`src/rtl/g_hamming_encoder.sv`:
```
// g_hamming_encoder -- two-stage pipelined SECDED Hamming encoder.
//
// Codeword layout, with positions k = 1..p_codeSize-1 mapped to codeOut[k-1]:
//   - Power-of-two positions hold check bits.
//   - The remaining positions hold the data bits in ascending order.
//   - codeOut[p_codeSize-1] is overall (even) parity.
//
// Pipeline:
//   - Stage 1 holds the raw data word.
//   - Stage 2 holds the finished codeword.
//   - A stage loads whenever it is empty or its content leaves in the same
//     cycle, so the encoder sustains one word per clock.
//
// Optional feature, macro G_HAMMING_ENC_ERRINJ_EN:
//   - Adds the injMask input.
//   - injMask is XORed into the codeword as it enters stage 2.
package G_RD_PROJ_functions;
    // Smallest r with 2^r >= dataSize + r + 1 (Hamming check-bit count).
    function automatic int ECC_bitsQnty(input int dataSize);
        int r;
        r = 1;
        while ((1 << r) < dataSize + r + 1) r = r + 1;
        return r;
    endfunction
endpackage

module g_hamming_encoder #(
    parameter int p_dataSize          = 10,
    parameter int p_zeroWordDetection = 1
) (
    input  logic                  clk,
    input  logic                  rst_n,
    g_hamming_encoder_if.slave    bus
);
    localparam int p_eccBitsQnty = G_RD_PROJ_functions::ECC_bitsQnty(p_dataSize);
    localparam int p_codeSize    = p_dataSize + p_eccBitsQnty + 1;

    // Stage 1: raw data word.
    logic                  r_s1_valid;
    logic [p_dataSize-1:0] r_s1_data;

    // Stage 2: finished codeword.
    logic                  r_s2_valid;
    logic [p_codeSize-1:0] r_code;
    logic                  r_zero;

    // Count of delivered codewords.
    logic [31:0]           r_word_cnt;

    logic                  w_s1_adv;
    logic                  w_s2_adv;
    logic [p_codeSize-1:0] w_code;
    logic [p_codeSize-1:0] w_inj;
    logic                  w_zero;

    // Builds the codeword in three passes:
    //   1. scatter the data bits into the non-power-of-two positions;
    //   2. fill each check bit from the positions it covers;
    //   3. close with overall parity.
    // NOTE: blocking assignments are correct here (and in always_comb): each
    // line must see the value written by the line before it.
    function automatic logic [p_codeSize-1:0] encode(input logic [p_dataSize-1:0] d);
        logic [p_codeSize-1:0] c;
        logic                  p;
        int                    j;
        c = '0;
        j = 0;
        for (int k = 1; k < p_codeSize; k++) begin
            if ((k & (k - 1)) != 0) begin
                c[k-1] = d[j];
                j++;
            end
        end
        for (int i = 0; i < p_eccBitsQnty; i++) begin
            p = 1'b0;
            for (int k = 1; k < p_codeSize; k++) begin
                if ((((k >> i) & 1) == 1) && ((k & (k - 1)) != 0)) p = p ^ c[k-1];
            end
            c[(1 << i) - 1] = p;
        end
        c[p_codeSize-1] = ^c[p_codeSize-2:0];
        return c;
    endfunction

    assign w_code = encode(r_s1_data);
    assign w_zero = (p_zeroWordDetection != 0) && (r_s1_data == '0);

`ifdef G_HAMMING_ENC_ERRINJ_EN
    assign w_inj = bus.injMask;
`else
    assign w_inj = '0;
`endif

    // Advance conditions: stage 2 empties on a downstream accept; stage 1
    // follows stage 2 when it is empty or its word moves on.
    always_comb begin
        w_s2_adv = !r_s2_valid || bus.outReady;
        w_s1_adv = !r_s1_valid || w_s2_adv;
    end

    // Stage 1 occupancy; reset empties it and drops any input in that cycle.
    // NOTE: sequential state uses non-blocking assignments so that every
    // register samples its pre-edge inputs, independent of statement order.
    always_ff @(posedge clk) begin
        if (!rst_n) begin
            r_s1_valid <= 1'b0;
        end else if (w_s1_adv) begin
            r_s1_valid <= bus.inValid;
        end
    end

    // Stage 1 data capture on an input transfer.
    // NOTE: this data register has no reset. It is only observed while
    // r_s1_valid is set, and the valid bit is reset.
    always_ff @(posedge clk) begin
        if (w_s1_adv && bus.inValid) begin
            r_s1_data <= bus.dataIn;
        end
    end

    // Stage 2: capture the encoded word, with any injected error, when it advances.
    always_ff @(posedge clk) begin
        if (!rst_n) begin
            r_s2_valid <= 1'b0;
            r_code     <= '0;
            r_zero     <= 1'b0;
        end else if (w_s2_adv) begin
            r_s2_valid <= r_s1_valid;
            if (r_s1_valid) begin
                r_code <= w_code ^ w_inj;
                r_zero <= w_zero;
            end
        end
    end

    // Delivered-word counter, wrapping at 2^32.
    always_ff @(posedge clk) begin
        if (!rst_n) begin
            r_word_cnt <= '0;
        end else if (r_s2_valid && bus.outReady) begin
            r_word_cnt <= r_word_cnt + 32'd1;
        end
    end

    // Held at 1 while reset is asserted, so no upstream stall is seen then.
    assign bus.inReady  = w_s1_adv || !rst_n;
    assign bus.codeOut  = r_code;
    assign bus.outValid = r_s2_valid;
    assign bus.zeroWord = r_zero;
    assign bus.wordCnt  = r_word_cnt;

endmodule
```
`src/rtl/g_hamming_encoder_if.sv`:
```
// g_hamming_encoder_if -- handshake bundle for the SECDED Hamming encoder.
// Input side: dataIn/inValid/inReady.
// Output side: codeOut/outValid/outReady, plus zeroWord and wordCnt.
// Optional: injMask exists only when G_HAMMING_ENC_ERRINJ_EN is defined.
// p_codeSize must equal p_dataSize + ECC_bitsQnty(p_dataSize) + 1.
interface g_hamming_encoder_if #(
    parameter int p_dataSize = 10,
    parameter int p_codeSize = 15
);
    logic [p_dataSize-1:0] dataIn;
    logic                  inValid;
    logic                  inReady;
    logic [p_codeSize-1:0] codeOut;
    logic                  outValid;
    logic                  outReady;
    logic                  zeroWord;
    logic [31:0]           wordCnt;
`ifdef G_HAMMING_ENC_ERRINJ_EN
    logic [p_codeSize-1:0] injMask;

    modport master (
        output dataIn, inValid, outReady, injMask,
        input  inReady, codeOut, outValid, zeroWord, wordCnt
    );
    modport slave (
        input  dataIn, inValid, outReady, injMask,
        output inReady, codeOut, outValid, zeroWord, wordCnt
    );
`else
    modport master (
        output dataIn, inValid, outReady,
        input  inReady, codeOut, outValid, zeroWord, wordCnt
    );
    modport slave (
        input  dataIn, inValid, outReady,
        output inReady, codeOut, outValid, zeroWord, wordCnt
    );
`endif
endinterface

```
`src/flat_wrapper.sv`:
```
// flat-port wrapper written by rule: the top's interface ports become plain ports
module g_hamming_encoder_flat 
#(
    parameter int p_dataSize          = 10,
    parameter int p_zeroWordDetection = 1
)
  (clk, rst_n, bus_dataIn, bus_inValid, bus_outReady, bus_inReady, bus_codeOut, bus_outValid, bus_zeroWord, bus_wordCnt);
  g_hamming_encoder_if #(.p_dataSize(p_dataSize)) bus_i ();
  input  logic clk;
  input  logic rst_n;
  input wire logic [$bits(bus_i.dataIn)-1:0] bus_dataIn;
  input wire logic [$bits(bus_i.inValid)-1:0] bus_inValid;
  input wire logic [$bits(bus_i.outReady)-1:0] bus_outReady;
  output wire logic [$bits(bus_i.inReady)-1:0] bus_inReady;
  output wire logic [$bits(bus_i.codeOut)-1:0] bus_codeOut;
  output wire logic [$bits(bus_i.outValid)-1:0] bus_outValid;
  output wire logic [$bits(bus_i.zeroWord)-1:0] bus_zeroWord;
  output wire logic [$bits(bus_i.wordCnt)-1:0] bus_wordCnt;
  assign bus_i.dataIn = bus_dataIn;
  assign bus_i.inValid = bus_inValid;
  assign bus_i.outReady = bus_outReady;
  assign bus_inReady = bus_i.inReady;
  assign bus_codeOut = bus_i.codeOut;
  assign bus_outValid = bus_i.outValid;
  assign bus_zeroWord = bus_i.zeroWord;
  assign bus_wordCnt = bus_i.wordCnt;
  g_hamming_encoder #(.p_dataSize(p_dataSize), .p_zeroWordDetection(p_zeroWordDetection)) u_core (.clk(clk), .rst_n(rst_n), .bus(bus_i));
endmodule
```
`config.mk`:
```
export PLATFORM = sky130hd
export DESIGN_NAME = g_hamming_encoder_flat
export DESIGN_NICKNAME = d
export VERILOG_FILES = /design/src/rtl/g_hamming_encoder.sv /design/src/rtl/g_hamming_encoder_if.sv /design/src/flat_wrapper.sv
export SDC_FILE = /design/constraint.sdc
export NUM_CORES = 1
export LEC_CHECK = 0
export ABC_AREA = 0
export CAP_MARGIN = 0
export CORE_MARGIN = 8
export CORE_UTILIZATION = 45
export DETAILED_ROUTE_END_ITERATION = 10
export DONT_BUFFER_PORTS = 1
export GPL_TIMING_DRIVEN = 1
export HOLD_SLACK_MARGIN = 0.1
export PLACE_DENSITY = 0.58
export SYNTH_ARGS = -nofsm -noshare
export SYNTH_HDL_FRONTEND = slang
export SYNTH_SLANG_ARGS = --single-unit
```
`constraint.sdc`:
```
create_clock -name clk -period 3.2 [get_ports clk]
set_input_delay 0.64 -clock clk [delete_from_list [all_inputs] [get_ports clk]]
set_output_delay 0.64 -clock clk [all_outputs]
set_load 0.01 [all_outputs]
```
==> results of run 1 <==
[layer usage]
layer / vias up / part of all wire [%] / track usage [%]
met5: - / 0 / 0
met4: 0 / 1.9 / 7.248
met3: 10 / 9.3 / 6.330
met2: 51 / 43 / 19.27
met1: 909 / 46 / 16.88
li1: 982 / - / -
[final cells by class]
cell class / count / area share (%)
Tap cell: 75 / 3.190
Sequential cell: 60 / 44.24
Multi-Input combinational cell: 204 / 43.98
Inverter: 11 / 1.404
Clock inverter: 2 / 0.3403
Clock buffer: 13 / 5.402
Timing Repair Buffer: 4 / 1.446
[per-stage QoR]
step	std cells	hold WS [ns]	area [um2]	power [mW]	util, %
after floorplan	287	0.4761	2685	0.9554	-
after global placement	354	0.5013	2773	0.9847	47.39
after detailed placement	354	0.5018	2773	0.9870	47.39
after CTS	369	0.3841	2942	1.586	50.28
after global routing	369	0.3774	2942	1.635	50.28
final	369	0.4027	2942	1.559	50.28
[worst max-delay path by stage]
stage / from / endpoint / slack (ns)
2_1_floorplan: bus_outReady / u_core.r_s1_data[0] / 1.28
5_1_grt: u_core.bus.wordCnt[5] / u_core.bus.wordCnt[30] / 0.89
6_report: u_core.bus.wordCnt[5] / u_core.bus.wordCnt[30] / 1.10
3_3_place_gp: u_core.bus.wordCnt[5] / u_core.bus.wordCnt[30] / 1.16
3_5_place_dp: u_core.bus.wordCnt[5] / u_core.bus.wordCnt[30] / 1.10
4_1_cts: u_core.bus.wordCnt[5] / u_core.bus.wordCnt[30] / 1.09
[critical path, stage by stage, from the launching register on]
cell and delay (ns):
sky130_fd_sc_hd__dfxtp_1 0.47, sky130_fd_sc_hd__and4_1 0.26, sky130_fd_sc_hd__and3_1 0.49, sky130_fd_sc_hd__nand4_1 0.30
sky130_fd_sc_hd__or3_1 0.38, sky130_fd_sc_hd__a21oi_1 0.14
[power groups by stage]
| stage | Clock, mW | Combinational, mW | Sequential [mW] |
|---|---|---|---|
| 5_1_grt | 0.648 | 0.159 | 0.827 |
| 4_1_cts | 0.616 | 0.145 | 0.825 |
| 3_5_place_dp | 0 | 0.145 | 0.842 |
| 6_report | 0.592 | 0.143 | 0.824 |
| 3_3_place_gp | 0 | 0.143 | 0.841 |
| 2_1_floorplan | 0 | 0.124 | 0.832 |
[cells by family after synthesis]
group,Yosys count,synth area share (%)
flip-flops,60,48.46
adder cells (fa/ha/maj),5,2.330
buffers and inverters,23,3.355
XOR/XNOR,42,16.03
AO/OA/AOI/OAI,35,6.897
AND/OR/NAND/NOR,122,22.93
[sequential cells by signal, summed over array words and instances (netlist names)]
signal and flops:
u_core.bus.outValid 1, u_core.r_s1_valid 1, u_core.bus.zeroWord 1, u_core.bus.wordCnt 32, u_core.bus.codeOut 15, u_core.r_s1_data 10
[cells in the mapped netlist, types with 2 or more instances]
cell type,number
sky130_fd_sc_hd__ha_1,5
sky130_fd_sc_hd__nor2_1,30
sky130_fd_sc_hd__edfxtp_1,10
sky130_fd_sc_hd__nand2_1,35
sky130_fd_sc_hd__dfxtp_1,50
sky130_fd_sc_hd__nor2b_1,2
sky130_fd_sc_hd__and3_1,6
sky130_fd_sc_hd__xor2_1,18
sky130_fd_sc_hd__xnor3_1,4
sky130_fd_sc_hd__nor3_1,2
sky130_fd_sc_hd__and4_1,4
sky130_fd_sc_hd__buf_1,2
sky130_fd_sc_hd__or3_1,8
sky130_fd_sc_hd__o21ai_0,8
sky130_fd_sc_hd__xnor2_1,19
sky130_fd_sc_hd__a211oi_1,2
sky130_fd_sc_hd__clkbuf_1,7
sky130_fd_sc_hd__buf_2,3
sky130_fd_sc_hd__nand3_1,10
sky130_fd_sc_hd__and2_1,5
sky130_fd_sc_hd__nand4_1,15
sky130_fd_sc_hd__inv_1,11
sky130_fd_sc_hd__a21oi_1,23
==> results.md, run 1 <==
Synthesis:
- The synthesized cell area is 2685 um2.
- The cell type contributing the most total cell area after synthesis is sky130_fd_sc_hd__dfxtp_1.
- Sequential cells were found to cover 48.46% of the synthesized design area.
- By area the synthesized netlist is led by sky130_fd_sc_hd__dfxtp_1 (37%), sky130_fd_sc_hd__edfxtp_1 (11%), sky130_fd_sc_hd__xnor2_1 (6.2%), sky130_fd_sc_hd__xor2_1 (5.9%), sky130_fd_sc_hd__nand2_1 (4.9%).
- The dominant register cell in the synthesized netlist is sky130_fd_sc_hd__dfxtp_1.
- The synthesized netlist contains 31 unique library cells.
- The synthesized instance count is 287.
- The fraction of registers with async set or reset after synthesis is 0%.
- Of the post-synthesis cell area, the dominant cell type holds 37.28%.
- The average instance area after synthesis is 9.356 um2.
- The number of enable-type register cells in the synthesized netlist is 10.
- The total number of yosys warnings is 0.
- The count of state elements after synthesis is 60.
- The post-synthesis net count is 306.

Cells and area:
- The register area is 1301 um2.
- The library cell used most frequently in the layout, excluding fill and tap cells, is sky130_fd_sc_hd__dfxtp_1.
- In the layout the commonest cells are sky130_fd_sc_hd__dfxtp_1 (50), sky130_fd_sc_hd__nand2_1 (35), sky130_fd_sc_hd__nor2_1 (30), sky130_fd_sc_hd__a21oi_1 (23), sky130_fd_sc_hd__xnor2_1 (19).
- After the last flow step, the layout net total stands at 309.
- Counting the fill cells in the layout gives 563.
- The area added between synthesis and finish is 9.553%.
- The footprint of the multi-input gates is 1294 um2.
- Of the cells placed in the final design, the portion with a size suffix greater than 1 is 7.143%.
- The repair_antennas step left the layout with diodes totalling 0.

GRT:
- Global routing consumed, over all layers together, 13.66% of the routing resources.
- The via count of the first global-routing pass is 1815.
- The number of antenna violations at the first check in global routing is 0.
- The global-route wire length before repair is 9273 um.
- The aggregate global routing overflow is 0.
- The pin count of the biggest net entering global routing is 28.

Place:
- Timing analysis after detailed placement gives a worst setup slack of 1.097 ns.
- The number of I/O port buffers is 0.
- The HPWL after detailed placement is 4103 um.
- The weighted congestion reported at the end of routability-driven placement is 0.7328.

Clock network:
- The source-to-sink clock delay at the later pin of the worst-skew pair is 0.33 ns.
- Post-CTS repair changed the size of 0 cells.
- TritonCTS built the clock tree.
- The number of sinks handled by clock tree synthesis is 60.
- Hold repair after CTS inserted 0 buffers.
- Clock tree synthesis selected as its root buffer the cell sky130_fd_sc_hd__clkbuf_8.
- After clock tree synthesis, the setup repair step added 0 buffers.
- The clock passes through at most 2 buffers.
- The H-tree level count is 3.
- The number of buffers added by the clock tree synthesis step is 9.
- After clock tree synthesis, the clock-pin slew on the worst setup and hold paths is 0.06 ns.

Floorplanning:
- 64 I/O pins were placed.
- The floorplan step set the die width to 93.25 um.
- The starting density of the core is 45.89%.
- After floorplanning, the core was divided into 28 placement rows.
- The die outline area is 8695 um2.
- The placeable core region is 5851 um2.
- The die span in y is 93.25 um.

Route:
- After detailed routing, the average wire length per cell comes to 15.29 um.
- For this block, the initial DRC count from the detailed router was 75.
- The total via count in the routed design is 1952.
- The first-pass iteration count of the detailed router is 4.
- After detailed routing, the number of remaining DRC violations is 0.
- The vias per cell is 5.290.
- Summed over all layers, the routed wires come to 5641 um.
- The number of nets still failing antenna checks after routing is 0.

Critical path:
- The signal arrival time at the worst endpoint is 2.37 ns.
- The reg-to-reg endpoint is u_core.bus.wordCnt[30].
- The type of origin of the critical path is a flop.
- The launch instance of the worst register-to-register path is u_core.bus.wordCnt[5].
- In this run the register-to-register setup slack is 1.10 ns.
- The category of the worst setup path capture point is a flop.
- The required time of the critical path is 3.47 ns.
- The path depth of the worst reg2reg path is 5.
- The critical-path maximum fanout is 15.
- The startpoint-to-endpoint class of the critical path is flop to flop.

Timing:
- The max-slew violation count is 0.
- The total negative setup slack is 0 ns.
- The final hold violation count was 0.
- The relative slew slack is 52.39%.
- Of the available clock period, the critical path in the final layout requires 65.67%.
- The worst path in the final design needs a cycle of 2.101 ns, including I/O delays and setup.
- Setup repair after global routing left no endpoint under its margin.
- Setup violations remaining at the end of the flow were counted as 0.
- The achievable clock frequency is 475.9 MHz.
- The largest clock skew in the final design is 0.008722 ns.
- At the pin with the least slew margin, the transition time is 0.7134 ns.
- Setup slack on the critical path of the routed design comes to 1.099 ns.

Pwr:
- The internal power component is 1.185 mW.
- The net switching power figure is 0.3740 mW.
- For this design the ratio of total power to cell area is 530.0 nW/um2.
- The share of total power consumed by net switching is 23.99%.
- Summed over all cells, the static leakage comes to 1.107 nW.
- The clock network accounts for 38.0% of the total power.
- The worst-case IR drop observed on VDD is 285.8 uV.
- Of the total power, combinational logic draws 9.2%.
- The portion of total power attributed to sequential cells is 52.8%.

Hold path:
- The type of the tightest min-delay check is primary input to flop.
- The endpoint of the worst hold path is u_core.r_s1_data[5].
- Counting instances, the worst hold path has a depth of 0.
- The startpoint of the lowest-slack hold path is bus_dataIn[5].

Flow run:
- The number of maximum-capacitance constraint violations is 0.

Run status:
- The flow ran to the end, and the final reports show no timing, DRC or antenna violations.
Note: power is estimated with default switching activity, not from simulation.
==> run 2, diff against run 1 <==
==> constraint.sdc (replaced) <==
create_clock -name clk -period 1.96 [get_ports clk]
set_input_delay 0.392 -clock clk [delete_from_list [all_inputs] [get_ports clk]]
set_output_delay 0.392 -clock clk [all_outputs]
set_load 0.01 [all_outputs]
==> run 2 against run 1 <==
Via count is 2.3% higher. Critical path depth is 2 higher. Sequential cell count stayed put. Die area stayed put. Cell area is 5.5% higher. Critical path type unchanged. Register-to-register slack worse by 1.0 ns. Setup slack worse by 1.0 ns.
==> results.md, run 2 (synthesized netlist as in run 1, its figures left out) <==
Route:
- The final wirelength is 5822 um (+3.2%).
- The first-pass iteration count of the detailed router is 4 (unchanged).
- The average detailed-routed wire length per instance came to 14.78 um (-3.3%).
- The residual DRC count is 0 (unchanged).
- The vias per cell is 5.066 (-4.2%).
- The first-iteration detailed-routing DRC count is 65 (-13%).
- The number of nets still failing antenna checks after routing was 0 (unchanged).
- The total via count in the routed design is 1996 (+2.3%).

Hold path:
- The type of the tightest min-delay check is primary input to flop.
- The startpoint of the lowest-slack hold path is bus_dataIn[2].

Timing:
- The final setup violation count was 0 (unchanged).
- The max-slew violation count is 0 (unchanged).
- The transition time at the pin with the least slew margin is 0.4164 ns (-0.2970 ns).
- The relative slew slack is 72.21% (+20 points).
- The final hold violation count is 0 (unchanged).
- The achievable clock frequency is 528.4 MHz (+11%).
- The shortest clock period the worst path allows after layout is 1.893 ns (-0.2090 ns).
- The total negative setup slack is 0 ns (unchanged).
- The final cycle utilization of the critical path is 96.56% (+31 points).
- The largest clock skew in the final design is 0.007288 ns (-0.001434 ns).
- Setup repair after global routing left no endpoint under its margin.

Critical path:
- The required time of the critical path is 2.17 ns (-1.30 ns).
- The worst setup path is launched from a flop.
- The signal arrival time at the worst endpoint was 2.10 ns (-0.27 ns).
- In this run the worst setup path begins at u_core.r_s1_data[0].
- The category of the worst setup path capture point is a flop.
- The worst register-to-register path begins at u_core.r_s1_data[0].
- The critical-path maximum fanout is 2 (-13).
- The critical path is of the flop to flop type.

GRT:
- The global-route track usage on met1 is 17.14% (+0.27 points).
- The total global routing track utilization is 14.05% (+0.40 points).
- The met3 track demand over resource is 6.971% (+0.64 points).
- The via count of the first global-routing pass was 1905 (+5.0%).
- The global-route wire length before repair is 9646 um (+4.0%).
- The aggregate global routing overflow is 0 (unchanged).
- The number of antenna violations at the first check in global routing is 0 (unchanged).
- The pin count of the biggest net entering global routing is 17 (-39%).
- The met2 track demand over resource in global routing is 20.39% (+1.1 points).
- The global routing's busiest layer is met2.

Clock network:
- The source-to-sink clock delay at the later pin of the worst-skew pair is 0.33 ns (about the same).
- The quantity of hold-fixing buffers added after cts came to 0 (unchanged).
- The number of buffers on the longest clock path was 2 (unchanged).
- The number of sinks handled by clock tree synthesis is 60 (unchanged).
- The number of buffers added by the clock tree synthesis step was 9 (unchanged).
- The post-CTS clock slew at the launch and capture registers of the worst setup and hold paths is 0.06 ns (about the same).
- The root cell of the clock tree is sky130_fd_sc_hd__clkbuf_8.
- TritonCTS built the clock tree.
- The H-tree level count was 3 (unchanged).

Floorplanning:
- The top-level I/O count was 64 (unchanged).
- The starting density of the core is 45.89% (unchanged).
- The placeable core region came to 5851 um2 (unchanged).
- The die outline area came to 8695 um2 (unchanged).
- The number of standard-cell rows in the floorplan was 28 (unchanged).
- The die span in y is 93.25 um (unchanged).
- The width of the die was 93.25 um (unchanged).

Cells and area:
- The flip-flop count of the largest register after layout is 32 (unchanged).
- The post-layout utilization of the core is 53.06% (+2.8 points).
- The area added between synthesis and finish is 15.61%.
- The number of inserted diodes came to 0 (unchanged).
- The number of nets in the final layout is 333 (+7.8%).
- The number of standard cells in the final layout excluding fillers is 394 (+6.8%).
- The top cell types in the final layout, fill and taps aside, are sky130_fd_sc_hd__dfxtp_1 (50), sky130_fd_sc_hd__nand2_1 (35), sky130_fd_sc_hd__nor2_1 (29), sky130_fd_sc_hd__buf_4 (28), sky130_fd_sc_hd__a21oi_1 (23).
- The share of final-layout standard cells stronger than drive strength 1 is 13.79% (+6.7 points).
- The commonest non-fill, non-tap cell in the layout is sky130_fd_sc_hd__dfxtp_1.

Pwr:
- The power density over cell area is 815.2 nW/um2 (+54%).
- The leakage power total is 1.223 nW (+10%).
- The peak supply drop is 432.9 uV (+51%).

Place:
- The half-perimeter wire length after placement is 4370 um (+6.5%).
- The count of placed standard cells including taps was 377 (+6.5%).
- The number of I/O port buffers is 0 (unchanged).
- The weighted congestion reported at the end of routability-driven placement is 0.7951 (+8.5%).

Run status:
- The run finished with clean final reports.

Flow run:
- The number of maximum-capacitance constraint violations was 0 (unchanged).
run 2: cell types whose count changed in the layout (fill, tap and decap cells not counted), sizes merged:
cell	previous run	this run
buf	4	28
clkinv	2	3
run 2: path summary, 6_finish.rpt:
| check | end | cells past startpoint | slack (ns) |
|---|---|---|---|
| worst max-delay path | u_core.bus.codeOut[14] | 7 | 0.07 |
| worst max register to register | u_core.bus.codeOut[14] | 7 | 0.07 |
| worst min register to register | u_core.bus.codeOut[0] | 2 | 0.51 |
| worst min-delay path | u_core.r_s1_data[2] | 0 | 0.15 |
run 2: power by group:
group	switching, mW	total (mW)	internal [mW]	leakage [nW]
Clock	0.449	0.933	0.484	0.0825
Combinational	0.122	0.257	0.135	0.637
Sequential	0.0468	1.34	1.29	0.503
Total	0.618	2.53	1.91	1.22
run 2: stage by stage:
stage	worst slack (ns)	hold slack, ns	total power, mW	area (um2)
2_1_floorplan	0.1685	0.4761	1.560	2685
3_3_place_gp	0.1265	0.4909	1.614	2933
3_5_place_dp	0.07476	0.4909	1.621	2933
4_1_cts	0.06280	0.1375	2.557	3094
5_1_grt	0.003881	0.1309	2.643	3104
6_report	0.06748	0.1521	2.531	3104
run 2: area by class of cell:
cell class	instances	area, um2
clock buffer	13	148.9
clock inverter	3	12.51
fill	539	2746
inverter	11	41.29
multi-input combinational	204	1296
sequential	60	1301
tap	75	93.84
timing repair buffer	28	210.2
run 2: repair_timing:
item,CTS,global route
hold endpoints to repair,0,0
setup buffers,0,1
setup endpoints to repair,0,4
gates resized for setup,0,1
run 2: worst max-delay path, cell delays in order (launching register included):
cell and delay, ns:
sky130_fd_sc_hd__edfxtp_1 0.38, sky130_fd_sc_hd__inv_1 0.10, sky130_fd_sc_hd__ha_1 0.25, sky130_fd_sc_hd__xnor3_1 0.24, sky130_fd_sc_hd__xnor3_1 0.43, sky130_fd_sc_hd__xnor3_1 0.21, sky130_fd_sc_hd__nand2_1 0.07, sky130_fd_sc_hd__o211ai_1 0.09
run 2: per-layer routing:
layer	routed length [um]	part of all wire (%)	vias to the layer above
met5	0	0	-
met4	76	1.3	0
met3	530	9.1	6
met2	2545	44	49
met1	2670	46	911
li1	-	-	1030
==> run 3, diff against run 2 <==
--- a/config.mk
+++ b/config.mk
@@ -6,7 +6,7 @@
 export NUM_CORES = 1
 export LEC_CHECK = 0
 export ABC_AREA = 0
-export CAP_MARGIN = 0
+export CAP_MARGIN = 30
 export CORE_MARGIN = 8
 export CORE_UTILIZATION = 45
 export DETAILED_ROUTE_END_ITERATION = 10
==> results of run 3 <==
Same layout as run 2: the final DEF is identical, and so are final timing and power.
